[src/rtl/instruction_fetch_unit_pkg.sv]
// Shared definitions for the instruction fetch unit: widths, reset PC,
// NOP encoding and PC register operations.
// Optional feature macro: FETCH_NOP_SQUASH_EN (drop NOP words before decode).
package instruction_fetch_unit_pkg;

    localparam int ADDR_W = 16;
    localparam int INSTR_W = 28;
    localparam logic [ADDR_W-1:0] FETCH_RESET_PC = 16'h0000;

    // Upper byte of a NOP word: {opcode, dest[7:4]}
    localparam logic [7:0] NOP_TAG = 8'hF0;

    typedef enum logic [1:0] {
        PC_HOLD = 2'd0,
        PC_LOAD = 2'd1,
        PC_INC  = 2'd2
    } pc_op_e;

    typedef struct packed {
        logic [3:0] opcode;
        logic [7:0] dest;
        logic [7:0] src1;
        logic [7:0] src0;
    } instr_t;

    function automatic logic is_nop(input logic [INSTR_W-1:0] word);
        return word[27:20] == NOP_TAG;
    endfunction

endpackage

[src/rtl/instruction_fetch_unit_if.sv]
// ROM and decode-side signals of the fetch unit, bundled into one interface.
// master = fetch unit, slave = ROM/decode/execute environment.
interface instruction_fetch_unit_if #(
    parameter int ADDR_W = 16,
    parameter int INSTR_W = 28
);
    logic [ADDR_W-1:0]  oRomAddress;
    logic [INSTR_W-1:0] iRomInstruction;
    logic               iHalt;
    logic               iBranchTaken;
    logic [ADDR_W-1:0]  iBranchTarget;
    logic               oInstrValid;
    logic               iDecodeReady;
    logic [INSTR_W-1:0] oInstruction;
    logic [ADDR_W-1:0]  oInstrPC;
    logic [15:0]        oFetchCount;

    modport master (
        output oRomAddress, oInstrValid, oInstruction, oInstrPC, oFetchCount,
        input  iRomInstruction, iHalt, iBranchTaken, iBranchTarget, iDecodeReady
    );

    modport slave (
        input  oRomAddress, oInstrValid, oInstruction, oInstrPC, oFetchCount,
        output iRomInstruction, iHalt, iBranchTaken, iBranchTarget, iDecodeReady
    );
endinterface

[src/rtl/instruction_fetch_unit_fetch_pc_reg.sv]
// Program counter register: load / increment / hold, wraps modulo 2^ADDR_W.
import instruction_fetch_unit_pkg::*;

module fetch_pc_reg #(
    parameter int                 W        = 16,
    parameter logic [W-1:0]       RESET_PC = '0
) (
    input  logic         i_clk,
    input  logic         i_rst_n,
    input  pc_op_e       i_op,
    input  logic [W-1:0] i_target,
    output logic [W-1:0] o_pc
);
    logic [W-1:0] r_pc;

    // PC update; increment wraps naturally at the register width
    always_ff @(posedge i_clk) begin
        if (!i_rst_n) begin
            r_pc <= RESET_PC;
        end else begin
            case (i_op)
                PC_LOAD: r_pc <= i_target;
                PC_INC:  r_pc <= r_pc + 1'b1;
                default: r_pc <= r_pc;
            endcase
        end
    end

    assign o_pc = r_pc;
endmodule

[src/rtl/instruction_fetch_unit.sv]
// Instruction fetch unit: drives the ROM address from the PC, captures the
// returned word into the IR and presents it to decode via valid/ready.
// Optional feature macro: FETCH_NOP_SQUASH_EN (NOP words skipped, never presented).
import instruction_fetch_unit_pkg::*;

module instruction_fetch_unit #(
    parameter int                ADDR_W   = instruction_fetch_unit_pkg::ADDR_W,
    parameter int                INSTR_W  = instruction_fetch_unit_pkg::INSTR_W,
    parameter logic [ADDR_W-1:0] RESET_PC = FETCH_RESET_PC
) (
    input  logic                       Clock,
    input  logic                       Reset,
    instruction_fetch_unit_if.master   bus
);
    logic [ADDR_W-1:0]  w_pc;
    pc_op_e             w_pc_op;
    logic               w_slot_free;
    logic               w_xfer;
    logic               w_squash;
    logic               w_load_ir;
    logic               w_valid_nxt;

    logic               r_valid;
    logic [INSTR_W-1:0] r_ir;
    logic [ADDR_W-1:0]  r_ir_pc;
    logic [15:0]        r_count;

    fetch_pc_reg #(
        .W        (ADDR_W),
        .RESET_PC (RESET_PC)
    ) u_pc (
        .i_clk    (Clock),
        .i_rst_n  (Reset),
        .i_op     (w_pc_op),
        .i_target (bus.iBranchTarget),
        .o_pc     (w_pc)
    );

    assign w_slot_free = !r_valid || bus.iDecodeReady;
    assign w_xfer      = r_valid && bus.iDecodeReady;

`ifdef FETCH_NOP_SQUASH_EN
    assign w_squash = is_nop(bus.iRomInstruction);
`else
    assign w_squash = 1'b0;
`endif

    // Edge decision: redirect beats halt beats fetch; otherwise stall
    always_comb begin
        w_pc_op     = PC_HOLD;
        w_load_ir   = 1'b0;
        w_valid_nxt = r_valid;
        if (bus.iBranchTaken) begin
            w_pc_op     = PC_LOAD;
            w_valid_nxt = 1'b0;
        end else if (bus.iHalt && w_slot_free) begin
            w_valid_nxt = 1'b0;
        end else if (w_slot_free) begin
            w_pc_op = PC_INC;
            if (w_squash) begin
                w_valid_nxt = 1'b0;
            end else begin
                w_load_ir   = 1'b1;
                w_valid_nxt = 1'b1;
            end
        end
    end

    // IR, valid flag and accepted-instruction counter
    always_ff @(posedge Clock) begin
        if (!Reset) begin
            r_valid <= 1'b0;
            r_ir    <= '0;
            r_ir_pc <= '0;
            r_count <= '0;
        end else begin
            r_valid <= w_valid_nxt;
            if (w_load_ir) begin
                r_ir    <= bus.iRomInstruction;
                r_ir_pc <= w_pc;
            end
            // A transfer counts even when a redirect flushes the IR on the same edge
            if (w_xfer) begin
                r_count <= r_count + 16'd1;
            end
        end
    end

    assign bus.oRomAddress  = w_pc;
    assign bus.oInstrValid  = r_valid;
    assign bus.oInstruction = r_ir;
    assign bus.oInstrPC     = r_ir_pc;
    assign bus.oFetchCount  = r_count;
endmodule

[src/flat_wrapper.sv]
// flat-port wrapper written by rule: the top's interface ports become plain ports
module instruction_fetch_unit_flat 
#(
    parameter int                ADDR_W   = instruction_fetch_unit_pkg::ADDR_W,
    parameter int                INSTR_W  = instruction_fetch_unit_pkg::INSTR_W,
    parameter logic [ADDR_W-1:0] RESET_PC = FETCH_RESET_PC
)
  (Clock, Reset, bus_oRomAddress, bus_oInstrValid, bus_oInstruction, bus_oInstrPC, bus_oFetchCount, bus_iRomInstruction, bus_iHalt, bus_iBranchTaken, bus_iBranchTarget, bus_iDecodeReady);
  instruction_fetch_unit_if #(.ADDR_W(ADDR_W), .INSTR_W(INSTR_W)) bus_i ();
  input  logic Clock;
  input  logic Reset;
  output wire logic [$bits(bus_i.oRomAddress)-1:0] bus_oRomAddress;
  output wire logic [$bits(bus_i.oInstrValid)-1:0] bus_oInstrValid;
  output wire logic [$bits(bus_i.oInstruction)-1:0] bus_oInstruction;
  output wire logic [$bits(bus_i.oInstrPC)-1:0] bus_oInstrPC;
  output wire logic [$bits(bus_i.oFetchCount)-1:0] bus_oFetchCount;
  input wire logic [$bits(bus_i.iRomInstruction)-1:0] bus_iRomInstruction;
  input wire logic [$bits(bus_i.iHalt)-1:0] bus_iHalt;
  input wire logic [$bits(bus_i.iBranchTaken)-1:0] bus_iBranchTaken;
  input wire logic [$bits(bus_i.iBranchTarget)-1:0] bus_iBranchTarget;
  input wire logic [$bits(bus_i.iDecodeReady)-1:0] bus_iDecodeReady;
  assign bus_oRomAddress = bus_i.oRomAddress;
  assign bus_oInstrValid = bus_i.oInstrValid;
  assign bus_oInstruction = bus_i.oInstruction;
  assign bus_oInstrPC = bus_i.oInstrPC;
  assign bus_oFetchCount = bus_i.oFetchCount;
  assign bus_i.iRomInstruction = bus_iRomInstruction;
  assign bus_i.iHalt = bus_iHalt;
  assign bus_i.iBranchTaken = bus_iBranchTaken;
  assign bus_i.iBranchTarget = bus_iBranchTarget;
  assign bus_i.iDecodeReady = bus_iDecodeReady;
  instruction_fetch_unit #(.ADDR_W(ADDR_W), .INSTR_W(INSTR_W), .RESET_PC(RESET_PC)) u_core (.Clock(Clock), .Reset(Reset), .bus(bus_i));
endmodule
[config.mk]
export PLATFORM = sky130hd
export DESIGN_NAME = instruction_fetch_unit_flat
export DESIGN_NICKNAME = d
export VERILOG_FILES = /design/src/rtl/instruction_fetch_unit_pkg.sv /design/src/rtl/instruction_fetch_unit_if.sv /design/src/rtl/instruction_fetch_unit_fetch_pc_reg.sv /design/src/rtl/instruction_fetch_unit.sv /design/src/flat_wrapper.sv
export SDC_FILE = /design/constraint.sdc
export NUM_CORES = 1
export LEC_CHECK = 0
export BUFFER_PORTS_ARGS = -buffer_cell sky130_fd_sc_hd__buf_2
export CAP_MARGIN = 10
export CORE_MARGIN = 2
export CORE_UTILIZATION = 30
export CTS_CLUSTER_DIAMETER = 200
export DETAILED_ROUTE_END_ITERATION = 10
export SYNTH_ARGS = -nofsm -noshare
export SYNTH_HDL_FRONTEND = slang
export SYNTH_SLANG_ARGS = --single-unit
[constraint.sdc]
create_clock -name Clock -period 4.1 [get_ports Clock]
set_input_delay 0.41 -clock Clock [delete_from_list [all_inputs] [get_ports Clock]]
set_output_delay 0.41 -clock Clock [all_outputs]
set_load 0.01 [all_outputs]
==> results of run 1 <==
==> kinds of logic (layout without fill, tap and decap cells) <==
group	count (synthesis)	after routing	synth area share [%]
AND/OR/NAND/NOR	181	181	25.91
XOR/XNOR	17	17	4.665
adder cells (fa/ha/maj)	2	2	0.7839
buffers and inverters	35	151	4.586
flip-flops	77	77	48.29
AO/OA/AOI/OAI	85	85	15.13
multiplexers	2	2	0.6272
==> synthesized netlist by cell type, types with 7 or more instances <==
| library cell | number |
|---|---|
| a21oi_1 | 50 |
| nand3_1 | 10 |
| clkbuf_1 | 24 |
| a31oi_1 | 7 |
| dfxtp_1 | 77 |
| nand4_1 | 9 |
| xnor2_1 | 14 |
| nor2_1 | 19 |
| o21ai_0 | 14 |
| inv_1 | 8 |
| nand2_1 | 106 |
==> state kept, by name, summed over array words and instances, names as in the netlist <==
| name | flops |
|---|---|
| u_core.bus.oFetchCount | 16 |
| u_core.bus.oInstrValid | 1 |
| u_core.u_pc.o_pc | 16 |
| u_core.bus.oInstrPC | 16 |
| u_core.bus.oInstruction | 28 |
==> power by group through the flow <==
| stage | Sequential (mW) | Clock (mW) | Combinational, mW |
|---|---|---|---|
| 4_1_cts | 0.806 | 0.544 | 0.161 |
| 3_3_place_gp | 0.823 | 0 | 0.158 |
| 5_1_grt | 0.811 | 0.580 | 0.178 |
| 3_5_place_dp | 0.824 | 0 | 0.161 |
| 2_1_floorplan | 0.831 | 0 | 0.0766 |
| 6_report | 0.806 | 0.522 | 0.158 |
==> routing by layer <==
layer  GRT usage (%)  part of all wire [%]
met1           19.56                    46
met2           24.37                    47
met3           3.708                   5.7
met4           5.102                   1.3
met5               0                     0
==> path summary, 6_finish.rpt <==
path / startpoint / to / depth (start not counted)
setup / recovery: u_core.bus.oInstrValid / u_core.u_pc.o_pc[15] / 4
hold / removal: bus_iRomInstruction[15] / u_core.bus.oInstruction[15] / 3
setup reg to reg: u_core.bus.oInstrValid / u_core.u_pc.o_pc[15] / 4
hold reg to reg: u_core.bus.oInstruction[16] / u_core.bus.oInstruction[16] / 2
==> worst register-to-register path: stages (launching register included) <==
cell      delay, ps
dfxtp_1         390
nor2b_1         260
or3_4           450
or4_1           490
o2111a_1        250
==> area by class of cell <==
class,instances,area (sq um),area share (%)
clock buffer,10,137.6,3.377
clock inverter,5,36.28,0.8904
inverter,9,33.78,0.8290
multi-input combinational,287,1515,37.18
sequential,77,1541,37.83
tap,136,170.2,4.176
timing repair buffer,127,640.6,15.72
==> metrics by stage <==
stage	setup WS [ps]	power [mW]	util [%]
after detailed placement	1781	0.9843	37.79
after global placement	1843	0.9808	37.79
after global routing	2054	1.569	39.47
after CTS	2165	1.511	39.47
after floorplan	2164	0.9074	-
final	2157	1.486	39.47
==> results.md, run 1 <==
- Outcome: finished clean
- Commonest non-fill, non-tap cell in the layout: buf_2
- Sum Neg Setup Slack: 0 ps
- Clock transition at path regs: 80 ps
- Num Clock Sinks: 77
- Synth-to-layout area growth: 27.68%
- Die height: 107.1 um
- Synth Cell Area: roughly 3200 sq um
- DRT antenna net count: 0
- P_int: 1.077 mW
- Flop pwr share: 54.3%
- Die area: roughly 11000 sq um
- Worst Hold Class: primary input to register
- Critical path class: register to register
- Count of different cell masters after synthesis: 38
- Synth top area share: around half
- Crit path capture type: register
- Initial antenna violation count: 0
- Switching power: 0.4085 mW
- Largest net degree at the start of global routing: between 60 and 70
- Worst-path fanout max: 10
- Maximum clock rate: 514.6 MHz
- Placed cell count: 636
- CP max stage cell: or4_1
- TritonCTS clock tree: built
- Worst-Margin Slew: 1093 ps
- Synth Net Count: 450
- RSZ-0062 raised after global routing: no
- CTS buffer count: 9
- Max-cap viol count: 0
- # DRC: 0
- H-tree depth: 3
- Core area: approximately 10000 sq um
- Pwr/cell area: 364.6 nW/um^2
- Share of layout cells above drive strength 1: 29.13%
- Diodes inserted: 0
- Top cells by area, synth: dfxtp_1 (48%), nand2_1 (12%), a21oi_1 (7.8%)
- Power share of the combinational group: 10.6%
- HPWL after DPL: 6111 um
- CTS root buf: clkbuf_8
- Drt total wl: 8523 um
- Vias post-DR: 3114
- Congestion Overflow GR: 0
- Crit start category: register
- Max stage delay on crit path: 490 ps
- Vias in the first global route: 2891
- Period utilisation layout: 47.40%
- Slew headroom: ~27%
- First-pass GRT wire length: 13870 um
- Initial core utilization: 30.92%
- Worst Clk Skew: about 7.4 ps
- Clock buffer depth: 2
- Routability cong.: 0.7854
- Most frequent cells in the layout: buf_2 (125), nand2_1 (106), dfxtp_1 (77)
- Critical Path RT: approximately 4400 ps
- Area after DPL: 3901 sq um
- Insertion delay to the later sink of the worst-skew pair: 350 ps
- Crit path max-delay family: simple AND/OR/NAND/NOR gates
- Post-synth top area cell: dfxtp_1
- Max Slew Vio Count: 0
- Io pins: 126
- Lkg Pwr: between 1.5 and 2 nW
- Setup violators final: 0
- Fin crit period: 1943 ps
- Syn. warnings: 0
- Synthesis-stage register bit count: 77
- Post-synth ARST share: 0%
- Setup Fix Bufs, Post-CTS: 0
- Worst path cell trace: nor2b_1, or3_4, or4_1, o2111a_1
- Nets: 562
- Die Width: 107.1 um
- Mapped Avg Cell Area: 8.000 sq um
- Seq/Total Area, Yosys: 48.29%
- Post-CTS Resized: 0
- Clock power share: around a third
- Filler cell count in the final layout: around 1100
- Drt wl/cell: 13.09 um
- Worst hold slack: 291.1 ps
- VDD IR max: between 100 and 150 uV
- DRT iter0 DRCs: 116
- PortBufs: 125
- Crit path DAT: 2190 ps
- Number of flops mapped to enable cells by yosys: 0
- Synthesized instance count: 399
- Row cnt: 37
- Non-filler cells, final: 651
- Final hold vios: 0
- Hold buffer count at CTS: 0
- Post-route cell area: 4075 sq um
- Dominant synthesized flop cell: dfxtp_1
- Vias per inst: 4.783
- DRT Pass-1 Iters: 4
- GRT Util Overall: between 15 and 20%
- Worst path bufs/invs: 0
- Net Sw Frac: 27.50%
- R2R setup slack: 2160 ps
No activity file was read; power rests on OpenSTA's default activity.
==> run 2, diff against run 1 <==
==> constraint.sdc (replaced) <==
create_clock -name Clock -period 1.7 [get_ports Clock]
set_input_delay 0.17 -clock Clock [delete_from_list [all_inputs] [get_ports Clock]]
set_output_delay 0.17 -clock Clock [all_outputs]
set_load 0.01 [all_outputs]
==> run 2 against run 1 <==
Final cell count up 4.3%. Maximum frequency rose by 18%. Sequential cell count unchanged. Non-clock buffer count grew 27. Register-to-register slack worse by 2100 ps. First-iteration DRC count rose by 52%. Combinational power rose to 3.0 times the previous value. Critical path depth is the same.
==> results.md, run 2 (synthesis gave the netlist of run 1 again) <==
- Wire length on met2: 4086 um
- Pwr/cell area: ~900 nW/um^2
- Area after DPL: 4140 sq um
- Max-cap viol count: 0
- DR WL met3: 447 um
- Initial core utilization: 30.92%
- Insertion delay to the later sink of the worst-skew pair: 340 ps
- Clock buffer depth: 2
- CTS root buf: clkbuf_8
- Largest net degree at the start of global routing: 45
- Worst Clk Skew: ~11 ps
- R2R setup slack: ~60 ps
- Congestion Overflow GR: 0
- DRT antenna net count: 0
- Max FFs per register: 28
- Fin crit period: 1640 ps
- TritonCTS clock tree: built
- Vias post-DR: 3190
- Worst-path fanout max: 10
- Crit path DAT: ~1900 ps
- Met1 wire length: 4216 um
- Critical Path RT: 1930 ps
- Hold buffer count at CTS: 0
- DRT iter0 DRCs: ~180
- Net Sw Frac: 25.30%
- H-tree depth: 3
- Filler cell count in the final layout: 1061
- CTS buffer count: 9
- PortBufs: ~130
- DRT Pass-1 Iters: 4
- Drt wl/cell: 13.04 um
- P_int: 2.914 mW
- Maximum clock rate: 609.6 MHz
- Core area: 10320 sq um
- HPWL after DPL: about 6500 um
- Final Core Density: a little over two fifths
- Period utilisation layout: between 90% and 100%
- RSZ-0062 raised after global routing: no
- First-pass GRT wire length: 13610 um
- Die Width: approximately 110 um
- Setup violators final: 0
- Power share of the combinational group: 12.1%
- Synth-to-layout area growth: 36.61%
- Crit path capture type: register
- Lkg Pwr: 1.879 nW
- CP max stage cell: or4_4
- Vias in the first global route: 2725
- Worst hold slack: 53.74 ps
- Setup WS post-layout: 59.54 ps
- Clock power share: 38.8%
- Most frequent cells in the layout: buf_2 (125), nand2_1 (106), dfxtp_1 (76)
- Max stage delay on crit path: 420 ps
- FF+latch area: 1545 sq um
- Io pins: between 100 and 150
- Final hold vios: 0
- Multi-input logic area: 1526 sq um
- VDD IR max: 464.9 uV
- Initial antenna violation count: 0
- Nets: approximately 590
- Share of layout cells above drive strength 1: 32.97%
- Row cnt: 37
- Post-route cell area: 4360 sq um
- Worst path cell trace: nor2b_4, or3_4, or4_4, o2111a_1
- Critical path class: register to register
- Max Slew Vio Count: 0
- Commonest non-fill, non-tap cell in the layout: buf_2
- Switching power: around 0.99 mW
- Vias per inst: 4.698
- Dpl ws: 80.50 ps
- Diodes inserted: 0
- Clock transition at path regs: 90 ps
- Die height: 107.1 um
- Crit start category: register
- Worst Hold Class: primary input to register
- GRT Util Overall: 15.02%
- Top Metal Used: met4
- Routability cong.: 0.7865
- Drt total wl: 8856 um
- Worst-Margin Slew: 515.8 ps
- # DRC: 0
- Flop pwr share: 49.1%
- Slew headroom: between 60 and 70%
- Num Clock Sinks: 77
- Outcome: finished clean
- Die area: 11480 sq um
run 2: cell count changes in the layout (fill, tap and decap cells not counted), sizes merged:
cell | previous run | this run
bufinv | 0 | 2
inv | 10 | 9
clkinvlp | 3 | 1
buf | 127 | 154
clkbuf | 10 | 11
clkinv | 1 | 2
run 2: final timing paths:
kind	startpoint	end	depth (start not counted)
worst min register to register	u_core.bus.oInstruction[9]	u_core.bus.oInstruction[9]	2
worst min-delay path	bus_iRomInstruction[19]	u_core.bus.oInstruction[19]	3
worst max-delay path	u_core.bus.oInstrValid	u_core.u_pc.o_pc[15]	4
worst max register to register	u_core.bus.oInstrValid	u_core.u_pc.o_pc[15]	4
run 2: power by group through the flow:
stage	logic, mW	registers (mW)	clock network [mW]
after floorplan	0.186	2.00	0
after global placement	0.467	1.96	0
after detailed placement	0.473	1.96	0
after CTS	0.475	1.92	1.56
after global routing	0.519	1.93	1.63
final	0.471	1.92	1.51
run 2: area by class of cell:
cell class / count / area share, %
Sequential cell: 77 / 35.44
Inverter: 9 / 0.7747
Tap cell: 136 / 3.902
Multi-Input combinational cell: 287 / 35.01
Clock inverter: 5 / 1.951
Timing Repair Buffer: 154 / 19.91
Clock buffer: 11 / 3.013
run 2: through the flow:
step	TNS, ps	power (mW)	std cells
floorplan	-63.06	2.189	399
global placement	0	2.423	663
finish	0	3.900	679
CTS	0	3.946	679
global route	0	4.077	679
detailed placement	0	2.431	663
run 2: critical path, delay by kind of cell, from the launching register on:
| family | cells | cell delay (ps) |
|---|---|---|
| flip-flops | 1 | 370 |
| AND/OR/NAND/NOR | 3 | 930 |
| AO/OA/AOI/OAI | 1 | 230 |
run 2: what timing repair did:
item,in CTS,in global routing
gates resized for setup,0,1
buffers inserted,0,0
setup endpoints to repair,0,1
run 2: routing by layer:
layer,track usage [%],vias up
met5,0,-
met4,5.009,0
met3,3.647,9
met2,23.28,77
met1,20.42,1460
li1,-,1644
==> run 3, diff against run 2 <==
==> constraint.sdc (replaced) <==
create_clock -name Clock -period 1.75 [get_ports Clock]
set_input_delay 0.175 -clock Clock [delete_from_list [all_inputs] [get_ports Clock]]
set_output_delay 0.175 -clock Clock [all_outputs]
set_load 0.01 [all_outputs]
==> run 3 against run 2 <==
First-iteration DRC count fell by 4.5%. Sequential power fell by 3%. Largest power group unchanged. Setup slack improved by 63 ps. Power fell by 3.2%. Non-clock buffer count fell by 1. Register-to-register slack improved by 60 ps. Design area fell by 0.60%. Utilization fell by 0.25 points. Clock-buffer cell count did not move. Critical endpoint unchanged. Clock power fell by 3%. Sequential share of layout area rose by 0.21 points. Routed wire length fell by 1.2%.
==> results.md, run 3 (synthesis gave the netlist of run 1 again) <==
- Worst Hold Class: primary input to register
- Sum Neg Setup Slack: 0 ps
- Lkg Pwr: 1.870 nW
- Vias in the first global route: 2883
- Vias per inst: roughly 4.8
- Worst Clk Skew: 11.01 ps
- HPWL after DPL: 6378 um
- DRT antenna net count: 0
- Max FFs per register: 28
- DRT iter0 DRCs: 168
- Io pins: 126
- Crit start category: register
- Initial antenna violation count: 0
- TritonCTS clock tree: built
- Period utilisation layout: 93.01%
- Congestion Overflow GR: 0
- Synth-to-layout area growth: 35.79%
- Clock transition at path regs: roughly 80 ps
- Placed cell count: 662
- Dpl ws: 141.1 ps
- H-tree depth: 3
- Insertion delay to the later sink of the worst-skew pair: 350 ps
- Area after DPL: 4120 sq um
- Initial core utilization: a little under a third
- Nets: 588
- Share of layout cells above drive strength 1: 32.72%
- Fin crit period: about 1600 ps
- RSZ-0062 raised after global routing: no
- Worst-path fanout max: 10
- VDD IR max: approximately 420 uV
- Die area: ~11000 sq um
- Final hold vios: 0
- Post-CTS Resized: 0
- CTS buffer count: 9
- Drt total wl: 8749 um
- Largest net degree at the start of global routing: 45
- Setup violators final: 0
- Worst-Margin Slew: 393.1 ps
- Commonest non-fill, non-tap cell in the layout: buf_2
- Die height: 107.1 um
- Setup Fix Bufs, Post-CTS: 0
- GRT Util Overall: 15.58%
- First-pass GRT wire length: 14150 um
- Critical path class: register to register
- Die Width: 107.1 um
- PortBufs: 125
- Maximum clock rate: 614.4 MHz
- Setup WS post-layout: 122.3 ps
- CTS root buf: clkbuf_8
- Num Clock Sinks: 77
- Crit path DAT: ~1900 ps
- Max Slew Vio Count: 0
- Routability cong.: 0.7709
- Crit path capture type: register
- Final Core Density: 41.98%
- Most frequent cells in the layout: buf_2 (125), nand2_1 (106), dfxtp_1 (76)
- Hold buffer count at CTS: 0
- Clock buffer depth: 2
- Vias post-DR: 3227
- Outcome: finished clean
- Critical Path RT: 2000 ps
- Post-route cell area: roughly 4300 sq um
- # DRC: 0
- Power consumption: between 3 and 4 mW
- Non-filler cells, final: around 680
- Drt wl/cell: 12.92 um
- Slew headroom: 73.55%
- Worst hold slack: about 56 ps
- Core area: a little over 10000 sq um
- DRT Pass-1 Iters: 4
- Diodes inserted: 0
- Row cnt: 37
- Pwr/cell area: just under 900 nW/um^2
- Max-cap viol count: 0
==> run 3: final timing paths <==
check	start	endpoint	slack [ps]	cells after the start
max	u_core.bus.oInstrValid	u_core.u_pc.o_pc[15]	120	4
min reg2reg	u_core.bus.oInstrPC[9]	u_core.bus.oInstrPC[9]	450	2
min	bus_iRomInstruction[26]	u_core.bus.oInstruction[26]	60	3
max reg2reg	u_core.bus.oInstrValid	u_core.u_pc.o_pc[15]	120	4
==> run 3: worst max-delay path: stages (launching register included) <==
cell and delay, ps:
dfxtp_4 370, nor2b_4 130, or3_4 380, or4_1 410
o2111a_1 240
==> run 3: report_power, final <==
part           switching (mW)  total [mW]  leakage (nW)  internal [mW]
Combinational           0.256       0.452          1.13          0.196
Clock                   0.631        1.46         0.105          0.833
Sequential             0.0401        1.86         0.629           1.82
Total                   0.928        3.78          1.87           2.85
==> run 3: metal layers <==
| metal | wire [um] | part of all wire [%] | vias up | track usage (%) |
|---|---|---|---|---|
| li1 | - | - | 1642 | - |
| met1 | 3964 | 45 | 1481 | 19.38 |
| met2 | 4125 | 47 | 98 | 25.05 |
| met3 | 569 | 6.5 | 6 | 4.863 |
| met4 | 89 | 1.0 | 0 | 6.122 |
| met5 | 0 | 0 | - | 0 |
==> run 3: final cells by class <==
cell class	instances	area (sq um)
Timing Repair Buffer	153	848.3
Tap cell	136	170.2
Sequential cell	77	1545
Fill cell	1070	5989
Inverter	9	33.78
Clock buffer	11	141.4
Multi-Input combinational cell	287	1523
Clock inverter	4	72.57
